[config.mk]
export PLATFORM = sky130hd
export DESIGN_NAME = ahb_master_arb
export DESIGN_NICKNAME = d
export VERILOG_FILES = /design/src/rtl/ahb_pkg.sv /design/src/rtl/ahb_arb_stats.sv /design/src/rtl/ahb_master_arb.sv
export SDC_FILE = /design/constraint.sdc
export NUM_CORES = 1
export LEC_CHECK = 0
export ABC_CLOCK_PERIOD_IN_PS = 1400
export BUFFER_PORTS_ARGS = -buffer_cell sky130_fd_sc_hd__buf_2
export CORE_AREA = 2 2 104 106
export DETAILED_ROUTE_END_ITERATION = 8
export DIE_AREA = 0 0 106 108
export GPL_ROUTABILITY_DRIVEN = 0
export PLACE_DENSITY_LB_ADDON = 0.2
export SLEW_MARGIN = 20
export SYNTH_ARGS = -nofsm -noshare
export SYNTH_HDL_FRONTEND = slang
export SYNTH_SLANG_ARGS = --single-unit
[constraint.sdc]
create_clock -name HCLK -period 1.4 [get_ports HCLK]
set_input_delay 0.07 -clock HCLK [delete_from_list [all_inputs] [get_ports HCLK]]
set_output_delay 0.07 -clock HCLK [all_outputs]
set_load 0.05 [all_outputs]
[src/rtl/ahb_pkg.sv]
// Shared types and constants for the two-port AHB-lite master arbiter.
package ahb_pkg;

  typedef enum logic [1:0] {OWN_NONE, OWN_I, OWN_D} ahb_owner_t;

  localparam int AHB_AW           = 32;
  localparam int AHB_DW           = 32;
  localparam int STARVE_LIMIT_DEF = 4;

  // Saturating 32-bit increment shared by the statistics counters
  function automatic logic [31:0] sat_inc32(input logic [31:0] v);
    return (v == 32'hFFFF_FFFF) ? v : v + 32'd1;
  endfunction

endpackage

[src/rtl/ahb_arb_stats.sv]
// Saturating grant/stall counters for ahb_master_arb; only instantiated
// when AHB_ARB_STATS_EN is defined.
module ahb_arb_stats
  import ahb_pkg::*;
(
  input  logic        i_clk,
  input  logic        i_rst_n,
  input  logic        i_i_gnt,
  input  logic        i_d_gnt,
  input  logic        i_stall,
  output logic [31:0] o_i_grants,
  output logic [31:0] o_d_grants,
  output logic [31:0] o_stalls
);

  logic [31:0] r_i_grants;
  logic [31:0] r_d_grants;
  logic [31:0] r_stalls;

  always_ff @(posedge i_clk) begin
    if (!i_rst_n) begin
      r_i_grants <= '0;
      r_d_grants <= '0;
      r_stalls   <= '0;
    end else begin
      if (i_i_gnt) r_i_grants <= sat_inc32(r_i_grants);
      if (i_d_gnt) r_d_grants <= sat_inc32(r_d_grants);
      if (i_stall) r_stalls   <= sat_inc32(r_stalls);
    end
  end

  assign o_i_grants = r_i_grants;
  assign o_d_grants = r_d_grants;
  assign o_stalls   = r_stalls;

endmodule

[src/rtl/ahb_master_arb.sv]
// Merges instruction-fetch and data ports onto one AHB-lite bus with data
// priority and a starvation limit. Define AHB_ARB_STATS_EN for counters.
module ahb_master_arb #(
  parameter int          STARVE_LIMIT = ahb_pkg::STARVE_LIMIT_DEF,
  parameter logic [31:0] IDLE_ADDR    = 32'h0000_0000
) (
  input  logic        HCLK,
  input  logic        HRESETn,
  input  logic        i_req,
  input  logic [31:0] i_addr,
  output logic        i_gnt,
  output logic        i_rvalid,
  output logic [31:0] i_rdata,
  input  logic        d_req,
  input  logic        d_we,
  input  logic [31:0] d_addr,
  input  logic [31:0] d_wdata,
  output logic        d_gnt,
  output logic        d_rvalid,
  output logic [31:0] d_rdata,
  output logic [31:0] HADDR,
  output logic        HWRITE,
  output logic [31:0] HWDATA,
  input  logic [31:0] HRDATA
`ifdef AHB_ARB_STATS_EN
  ,
  output logic [31:0] stat_i_grants,
  output logic [31:0] stat_d_grants,
  output logic [31:0] stat_stalls
`endif
);

  import ahb_pkg::*;

  localparam logic [3:0] LP_LIMIT = 4'(STARVE_LIMIT);

  logic       w_i_win;
  logic       w_i_gnt;
  logic       w_d_gnt;
  logic       w_d_wr;
  logic [3:0] r_starve;

  ahb_owner_t  r_dp_owner;
  logic        r_dp_write;
  logic [31:0] r_dp_wdata;

  // Grants are suppressed while reset is asserted so nothing reaches the bus
  always_comb begin
    w_i_win = i_req & (~d_req | (r_starve == LP_LIMIT));
    w_i_gnt = HRESETn & w_i_win;
    w_d_gnt = HRESETn & d_req & ~w_i_win;
    w_d_wr  = w_d_gnt & d_we;
  end

  assign i_gnt  = w_i_gnt;
  assign d_gnt  = w_d_gnt;
  assign HWRITE = w_d_wr;
  assign HADDR  = w_i_gnt ? i_addr : (w_d_gnt ? d_addr : IDLE_ADDR);

  always_ff @(posedge HCLK) begin
    if (!HRESETn) begin
      r_starve <= '0;
    end else if (w_i_gnt || !i_req) begin
      r_starve <= '0;
    end else if (w_d_gnt && (r_starve != LP_LIMIT)) begin
      r_starve <= r_starve + 4'd1;
    end
  end

  // Data-phase bookkeeping; wdata is zeroed for non-write phases
  always_ff @(posedge HCLK) begin
    if (!HRESETn) begin
      r_dp_owner <= OWN_NONE;
      r_dp_write <= 1'b0;
      r_dp_wdata <= '0;
    end else begin
      r_dp_owner <= w_i_gnt ? OWN_I : (w_d_gnt ? OWN_D : OWN_NONE);
      r_dp_write <= w_d_wr;
      r_dp_wdata <= w_d_wr ? d_wdata : '0;
    end
  end

  assign HWDATA   = r_dp_wdata;
  assign i_rvalid = (r_dp_owner == OWN_I);
  assign d_rvalid = (r_dp_owner == OWN_D) & ~r_dp_write;
  assign i_rdata  = HRDATA;
  assign d_rdata  = HRDATA;

`ifdef AHB_ARB_STATS_EN
  logic w_stall;
  assign w_stall = (i_req & ~w_i_gnt) | (d_req & ~w_d_gnt);

  ahb_arb_stats u_stats (
    .i_clk      (HCLK),
    .i_rst_n    (HRESETn),
    .i_i_gnt    (w_i_gnt),
    .i_d_gnt    (w_d_gnt),
    .i_stall    (w_stall),
    .o_i_grants (stat_i_grants),
    .o_d_grants (stat_d_grants),
    .o_stalls   (stat_stalls)
  );
`endif

endmodule

* Yosys cells after proc, flatten, opt, wreduce, memory -nomap -nowiden
Cells that the tools add are included.
** Word-level totals
- Input port bits :: 133
- Latch bits :: 0
- Bits in read-only memories :: 0
- Register bits :: 39
- Bits in writable memories :: 0
- Memories :: 0
** Operators by class
- Shifts and indexed selects :: 0
- Add/subtract/negate cells :: 1
- Mux-type cells :: 4
- Multipliers :: 0
- Eq/ne operators :: 4
- Reduce and logical (&&, ||, !) cells :: 6
- Divide/modulo/power cells :: 0
- $lt $le $gt $ge :: 0
- Bitwise gates (word level) :: 11
** Operators by type and width (number)
- 2-to-1 mux 32 bit :: 2
- AND 1 bit :: 6
- adder 4 x 1 -> 4 bit, second input constant :: 1
- equality test 4 x 3 -> 1 bit, second input constant :: 1
- inequality test 4 x 3 -> 1 bit, second input constant :: 1
- inverter 1 bit :: 4
- OR reduction 2 bit :: 2
- equality test 2 x 1 -> 1 bit, second input constant :: 1
- equality test 2 bit, second input constant :: 1
- 2-to-1 mux 2 bit :: 1
- AND reduction 2 bit :: 1
- logical AND 1 bit :: 1
- logical NOT 1 bit :: 1
- logical OR 1 bit :: 1
- 2-to-1 mux 1 bit :: 1
- OR 1 bit :: 1

* Logic depth before layout (Yosys ltp)
Gate-level depths: netlist of run 1.
- Depth in word-level cells :: 7
- Gate-level depth with buffers :: 7

* Worst setup path before layout of run 1
OpenSTA, ideal clock, no wires.
- Kind :: register -> output
- From :: reg r_starve[0]
- To :: out HADDR[22]
- Arrival :: 1.743 ns
- Data required time :: 1.330 ns
- Stages on the path, launching flop included :: 7
- Path slack :: -0.413 ns
- Path buffers :: 1
- Path through :: dfxtp_1 -> inv_1 -> ha_1 -> nand3b_4 -> a21oi_2 -> buf_2 -> a22o_1
** Between the ends
- Elaborated cells between the ends (all ways) :: 8
- Those cells by class :: eq/ne (1); mux (2); bitwise (5)
** RTL lines
- from (decl) :: line ahb_master_arb.sv:41 : logic [3:0] r_starve;
- from (signal assigned) :: line ahb_master_arb.sv:66 : r_starve <= r_starve + 4'd1;
- equality test 4 x 3 -> 1 bit :: line ahb_master_arb.sv:49 : w_i_win = i_req & (~d_req | (r_starve == LP_LIMIT));
- OR 1 bit :: line ahb_master_arb.sv:49
- AND 1 bit :: line ahb_master_arb.sv:49
- AND 1 bit :: line ahb_master_arb.sv:50 : w_i_gnt = HRESETn & w_i_win;
- via i_gnt :: line ahb_master_arb.sv:11 : output logic i_gnt,
- 2-to-1 mux 32 bit :: line ahb_master_arb.sv:58 : assign HADDR = w_i_gnt ? i_addr : (w_d_gnt ? d_addr : IDLE_ADDR);
- to (decl) :: line ahb_master_arb.sv:21 : output logic [31:0] HADDR,
The timed path passes the listed nets, and every way through them passes these cells.

* Worst setup path after layout of run 1
- From :: reg r_starve[1]
- To :: out HADDR[24]
** Between the ends
- Longest elaborated chain between the ends :: 7
- Elaborated cells between the ends (all ways) :: 8
- Those cells by class :: eq/ne (1); mux (2); bitwise (5)
** RTL lines
- equality test 4 x 3 -> 1 bit * :: line ahb_master_arb.sv:49
- OR 1 bit * :: line ahb_master_arb.sv:49
- AND 1 bit * :: line ahb_master_arb.sv:49
- inverter 1 bit :: line ahb_master_arb.sv:51 : w_d_gnt = HRESETn & d_req & ~w_i_win;
- AND 1 bit :: line ahb_master_arb.sv:51
- 2-to-1 mux 32 bit :: line ahb_master_arb.sv:58
- 2-to-1 mux 32 bit * :: line ahb_master_arb.sv:58
Mark *: on every way between the ends. The rest lies on a longest branch, timed or not.

==> flow_summary.ini, run 1 <==
[status]
outcome = finished with violations
violations = setup timing

[critical_path]
worstSetupStartpointType = flop
worstPathCellList = inv_2, ha_4, nand3b_4, o211a_4, buf_12, a22o_4, buf_6
critPathSlowestCell = dfxtp_2
maximum_single_stage_delay_on_the_critical_path_ns = 0.33
crit_type = flop to output port
critical_path.endpoint_type = output port
worst-endpoint-required_ns = 1.33
critPathTopFamily = compound AO/OA/AOI/OAI gates
timing.critical_path.fanout_max = 18
cp_data_arrival_time_ns = 1.73
critPathBufInv = 3

[clocking]
clock_tree.buffer_depth = 2
cts.clk_slew.worst_paths_ns = 0.08
cts_sinks = 39
clk_root_buffer_cell = clkbuf_8
insertion_delay_ns = 0.28
tritoncts = yes
clock_tree.htree_level_count = 2
tritoncts.num_buffers = 5

[timing]
timing.max_slew.rel_slack_pct = 76.3
unrepaired_setup_endpoints_after_global_routing = yes
drv_slew = 0
fin_worst_skew_ns = 0.0121
fmax_ghz = 0.556
final.period_utilization_pct = 128
postLayoutSetupSlackWorst_ns = -0.398
final.min_clock_period_ns = 1.80
final-setup-viol-count = 68
worst-slew-pin-transition_ns = 0.355
final-hold-violation-count = 0

[power]
p_seq_share_pct = 40.6
power.leakage_nw = 1.82
pwr-share-clk_pct = 25.6
intPower_w = 0.00191
vdd_drop_max_mv = 0.342
combinational_power_share_pct = 33.8
power_per_cell_area_nw_per_um2 = 817
power.switching_fraction_pct = 32.3
p_switching_w = 0.000913

[global_routing]
first_global_vias = 1934
maximum_number_of_pins_on_one_net_before_global_route_repair = 21
antenna_violations_before_repair = 0
grt_first_pass_wirelength_um = 10400
grt-ovfl-total = 0
track_usage_pct = 11.9

[placement]
place.port_buffers = 169
place_worst_setup_slack_ns = -0.167
dp_cells = 447
dpl-instance-area_sq_um = 2900
detailed_place_hpwl_um = 5610

[logic_synthesis]
netlist_area_sq_um = 2000
avgSynthCellArea_sq_um = 9.80
synth_largest_type_area_fraction_pct = 39.0
synth-seq-area-share_pct = 39.0
net_count_after_synthesis = 339
ys_seq_elements = 39
synth_area_leaders = dfxtp_1, buf_4, a22o_1
synthesis.yosys.warnings = 0
netlist_instances = 204
synth_cell_type_count = 23
synthDominantAreaCellType = dfxtp_1

[route]
route.detailed.vias_per_inst = 4.04
routed_wire_length_per_instance_um = 15.5
drt_first_pass_iters = 3
final_antenna_net_count = 0
drc_errors = 0
via_count = 1875
detailedRoute.firstIterationViolations = 46
routed_wl_um = 7200

[die]
floorplan.rows = 37
chipHeight_um = 108
start_util_pct = 19.5
pin_count = 266
die_area_sq_um = 11400
chipWidth_um = 106
placeableCoreArea_sq_um = 10200

[final_layout]
flow.area_growth_from_synthesis_pct = 72.9
design.final.nets = 462
finalInstanceArea_sq_um = 3460
antenna_cells_inserted = 0
finalNonFillerCells = 464
post_route_cells_drive_above_1_share_pct = 79.3

[job]
max-cap-violations = 0

[min_path]
hold_path.class = primary input to flop
==> layer usage <==
metal	share of wire [%]	up-vias	track usage (%)
li1	-	891	-
met1	34	870	11.7
met2	56	97	23.3
met3	8.3	17	4.28
met4	1.9	0	3.85
met5	0	-	0
==> power groups by stage <==
stage / clock [W] / sequential [W] / combinational, W
after floorplan: 0 / 0.00126 / 0.000932
after global placement: 0 / 0.00117 / 0.000800
after detailed placement: 0 / 0.00117 / 0.000803
after CTS: 0.000760 / 0.00115 / 0.000942
after global routing: 0.000808 / 0.00115 / 0.00100
final: 0.000723 / 0.00115 / 0.000954
==> layout make-up <==
class	count	area [sq um]
multi-input combinational	84	1030
clock inverter	2	12.5
sequential	39	783
inverter	4	15.0
tap	136	170
fill	1072	6770
timing repair buffer	193	1380
clock buffer	6	72.6
==> cells in the final DEF (no fill, tap or decap), types with 2 or more instances in the layout <==
master / synthesis / routed
dfxtp_1: 39 / 37
a22o_2: 0 / 2
buf_4: 64 / 10
clkbuf_8: 0 / 5
nor2_1: 4 / 4
a22o_4: 0 / 30
dfxtp_2: 0 / 2
inv_1: 4 / 2
and3_4: 0 / 19
inv_2: 0 / 2
buf_2: 3 / 135
and3_1: 32 / 13
buf_6: 4 / 39
buf_12: 0 / 5
==> timing repair <==
item / in CTS / in global routing
cloned: 2 / 0
pin swaps: 4 / 1
hold buffers: 1 / 0
setup buffers: 4 / 3
hold endpoints to repair: 1 / 0
gates resized for setup: 82 / 18
setup endpoints to repair: 49 / 68
==> sequential cells by signal, summed over array words and instances (netlist names) <==
signal,cells
HWDATA,32
r_dp_owner,2
r_dp_write,1
r_starve,4
==> cells in the mapped netlist <==
cell type / count
a22o_1: 32
and3_1: 32
buf_4: 64
o211a_1: 1
and2_1: 2
ha_1: 2
nand2_1: 1
o211a_4: 1
buf_2: 3
nand3_1: 1
a21oi_2: 1
a21oi_1: 1
xor2_1: 1
nor2b_1: 1
dfxtp_1: 39
inv_1: 4
nor3b_1: 1
nand3b_4: 1
clkbuf_1: 6
nand4_1: 1
xnor2_1: 1
nor2_1: 4
buf_6: 4
==> kinds of logic (layout without fill, tap and decap cells) <==
group                      after synthesis  after routing  share of synthesized area (%)
buffers and inverters                   81            205                           28.9
and+or+nand+nor                         44             44                           13.8
AOI/OAI and AO/OA                       36             36                           16.1
DFF                                     39             39                           39.0
xor gates and xnor gates                 2              2                          0.876
adders and majority gates                2              2                           1.25
==> path summary, 6_finish.rpt <==
kind	start	to	slack [ns]	cells past startpoint
setup / recovery	r_starve[1]	HADDR[24]	-0.40	7
hold / removal	d_wdata[13]	HWDATA[13]	0.02	2
setup reg to reg	r_starve[1]	HWDATA[20]	-0.30	8
hold reg to reg	r_starve[0]	r_starve[0]	0.53	2
==> per-stage QoR <==
| step | power (W) | utilization (%) | hold slack (ns) | setup TNS, ns |
|---|---|---|---|---|
| 6_report | 0.00282 | 33.8 | 0.0150 | -20.93 |
| 5_1_grt | 0.00296 | 33.8 | 0.00430 | -25.62 |
| 4_1_cts | 0.00285 | 32.9 | 0.00466 | -19.16 |
| 3_5_place_dp | 0.00198 | 28.3 | 0.141 | -6.32 |
| 3_3_place_gp | 0.00197 | 28.3 | 0.141 | -6.55 |
| 2_1_floorplan | 0.00219 | - | 0.161 | -2.80 |
No activity file was read; power rests on OpenSTA's default activity.
==> inputs of run 2 (changes only) <==
==> constraint.sdc (replaced) <==
create_clock -name HCLK -period 1.4 [get_ports HCLK]
set_input_delay 0.28 -clock HCLK [delete_from_list [all_inputs] [get_ports HCLK]]
set_output_delay 0.28 -clock HCLK [all_outputs]
set_load 0.05 [all_outputs]
==> flow_summary.ini, run 2 (same netlist as run 1, synthesis figures left out) <==
[status]
outcome = finished with violations
violations = setup timing

[min_path]
hold_end = HWDATA[3]
hold_depth = 2
hp-start = d_wdata[3]
hold_path.class = primary input to flop

[final_layout]
antenna_cells_inserted = 0
design.final.nets = 453
finalInstanceArea_sq_um = 3220
multi_input_area_sq_um = 933
layout.cells.most_common_list = buf_2, dfxtp_1, and3_1
mostFrequentLayoutCell = buf_2
flow.area_growth_from_synthesis_pct = 61.3
largest_register_ffs = 32
post_route_cells_drive_above_1_share_pct = 73.0
regArea_sq_um = 783
filler_cell_count = 1099

[critical_path]
critical_path.endpoint_type = output port
ff2ff_path_depth = 6
worst-endpoint-required_ns = 1.12
worstPathCellList = inv_2, ha_4, nand3b_4, o211a_4, buf_12, a22o_4, buf_12
critPathTopFamily = compound AO/OA/AOI/OAI gates
crit_type = flop to output port
maximum_single_stage_delay_on_the_critical_path_ns = 0.33
cp_data_arrival_time_ns = 1.76
r2r_slack_ns = 0.02
path_common_cell = buf_12
rr_endpoint = HWDATA[31]
critical_path.reg2reg.startpoint = r_starve[1]
critPathSlowestCell = dfxtp_2
timing.critical_path.fanout_max = 25
worstSetupStartpointType = flop
critPathBufInv = 3

[timing]
worst-slew-pin-transition_ns = 0.268
final-hold-violation-count = 0
final.setup.tns_ns = -20.91
drv_slew = 0
fin_worst_skew_ns = 0.00661
unrepaired_setup_endpoints_after_global_routing = yes
final.period_utilization_pct = 145
fmax_ghz = 0.491
postLayoutSetupSlackWorst_ns = -0.637
final-setup-viol-count = 35
final.min_clock_period_ns = 2.04
timing.max_slew.rel_slack_pct = 82.1

[route]
drc_errors = 0
drt_first_pass_iters = 2
final_antenna_net_count = 0
route.detailed.vias_per_inst = 4.00
routed_wire_length_per_instance_um = 16.0
detailedRoute.firstIterationViolations = 52
routed_wl_um = 7290
via_count = 1818

[die]
pin_count = 266
floorplan.rows = 37
chipHeight_um = 108
start_util_pct = 19.5
placeableCoreArea_sq_um = 10200
die_area_sq_um = 11400
chipWidth_um = 106

[global_routing]
first_global_vias = 1886
grt_util_met3_pct = 5.85
maximum_number_of_pins_on_one_net_before_global_route_repair = 34
groute.layer.met1.usage_pct = 11.6
grt_first_pass_wirelength_um = 10500
antenna_violations_before_repair = 0
track_usage_pct = 12.1
met2_usage_pct = 23.0
grt.busiest_layer = met2
grt-ovfl-total = 0

[clocking]
insertion_delay_ns = 0.29
clock_tree.htree_level_count = 2
cts_setup_buffers = 0
tritoncts.num_buffers = 5
clock_tree.buffer_depth = 2
clk_root_buffer_cell = clkbuf_8
tritoncts = yes
cts.clk_slew.worst_paths_ns = 0.08
cts_hold_buffers = 0
cts_sinks = 39

[placement]
dpl-instance-area_sq_um = 2920
detailed_place_hpwl_um = 6040
place.port_buffers = 169

[job]
max-cap-violations = 0

[power]
vdd_drop_max_mv = 0.324
power.leakage_nw = 1.79
power_per_cell_area_nw_per_um2 = 868
[run 2: cell types whose count changed in the layout (fill, tap and decap cells not counted), sizes merged]
cell         change
buf              -8
bufbuf           -1
clkbuf           +1
dlygate4sd3      -1
[run 2: area by class of cell]
type / count / share of cell area (%)
repair buffers: 184 / 38.4
multi-input cells: 84 / 28.9
flip-flops and latches: 39 / 24.3
inverters: 4 / 0.466
clock inverters: 2 / 0.388
well taps: 136 / 5.28
clock buffers: 6 / 2.25
[run 2: metal layers]
layer | wire (um) | up-vias
met5 | 0 | -
met4 | 93 | 0
met3 | 842 | 10
met2 | 4000 | 120
met1 | 2360 | 820
li1 | - | 868
[run 2: repair_timing]
item | 4_1_cts | 5_1_grt
hold endpoints to repair | 0 | 0
pin swaps | 1 | 0
gates resized for setup | 68 | 3
endpoints found under the setup margin | 63 | 66
[run 2: how the worst max path moves through the flow]
| stage | start | endpoint | depth (start not counted) |
|---|---|---|---|
| 3_3_place_gp | r_starve[1] | HWRITE | 7 |
| 6_report | r_starve[1] | HADDR[6] | 7 |
| 2_1_floorplan | r_starve[1] | HADDR[24] | 7 |
| 3_5_place_dp | r_starve[1] | HWRITE | 7 |
| 5_1_grt | r_starve[1] | HADDR[6] | 7 |
| 4_1_cts | r_starve[1] | HADDR[6] | 7 |
[run 2: worst reg2reg max path, cell delays in order, from the launching register on]
cell and delay [ns]:
dfxtp_2 0.33, inv_2 0.06, ha_4 0.13, nand3b_4 0.10, o211a_4 0.27, buf_12 0.17
and3_1 0.21
[run 2: stage by stage]
stage               util [%]  hold WS [ns]  setup WS, ns  std cells  power (W)
floorplan                  -         0.371        -0.319        204    0.00219
global placement        28.5         0.498        -0.377        447    0.00198
detailed placement      28.5         0.502        -0.393        447    0.00199
CTS                     31.4         0.205        -0.666        455    0.00286
global route            31.5         0.202        -0.721        455    0.00295
finish                  31.5         0.218        -0.637        455    0.00280
[run 2: report_power, final]
part,internal [W],switching (W)
Sequential,0.00114,0.00000766
Combinational,0.000379,0.000514
Clock,0.000349,0.000412
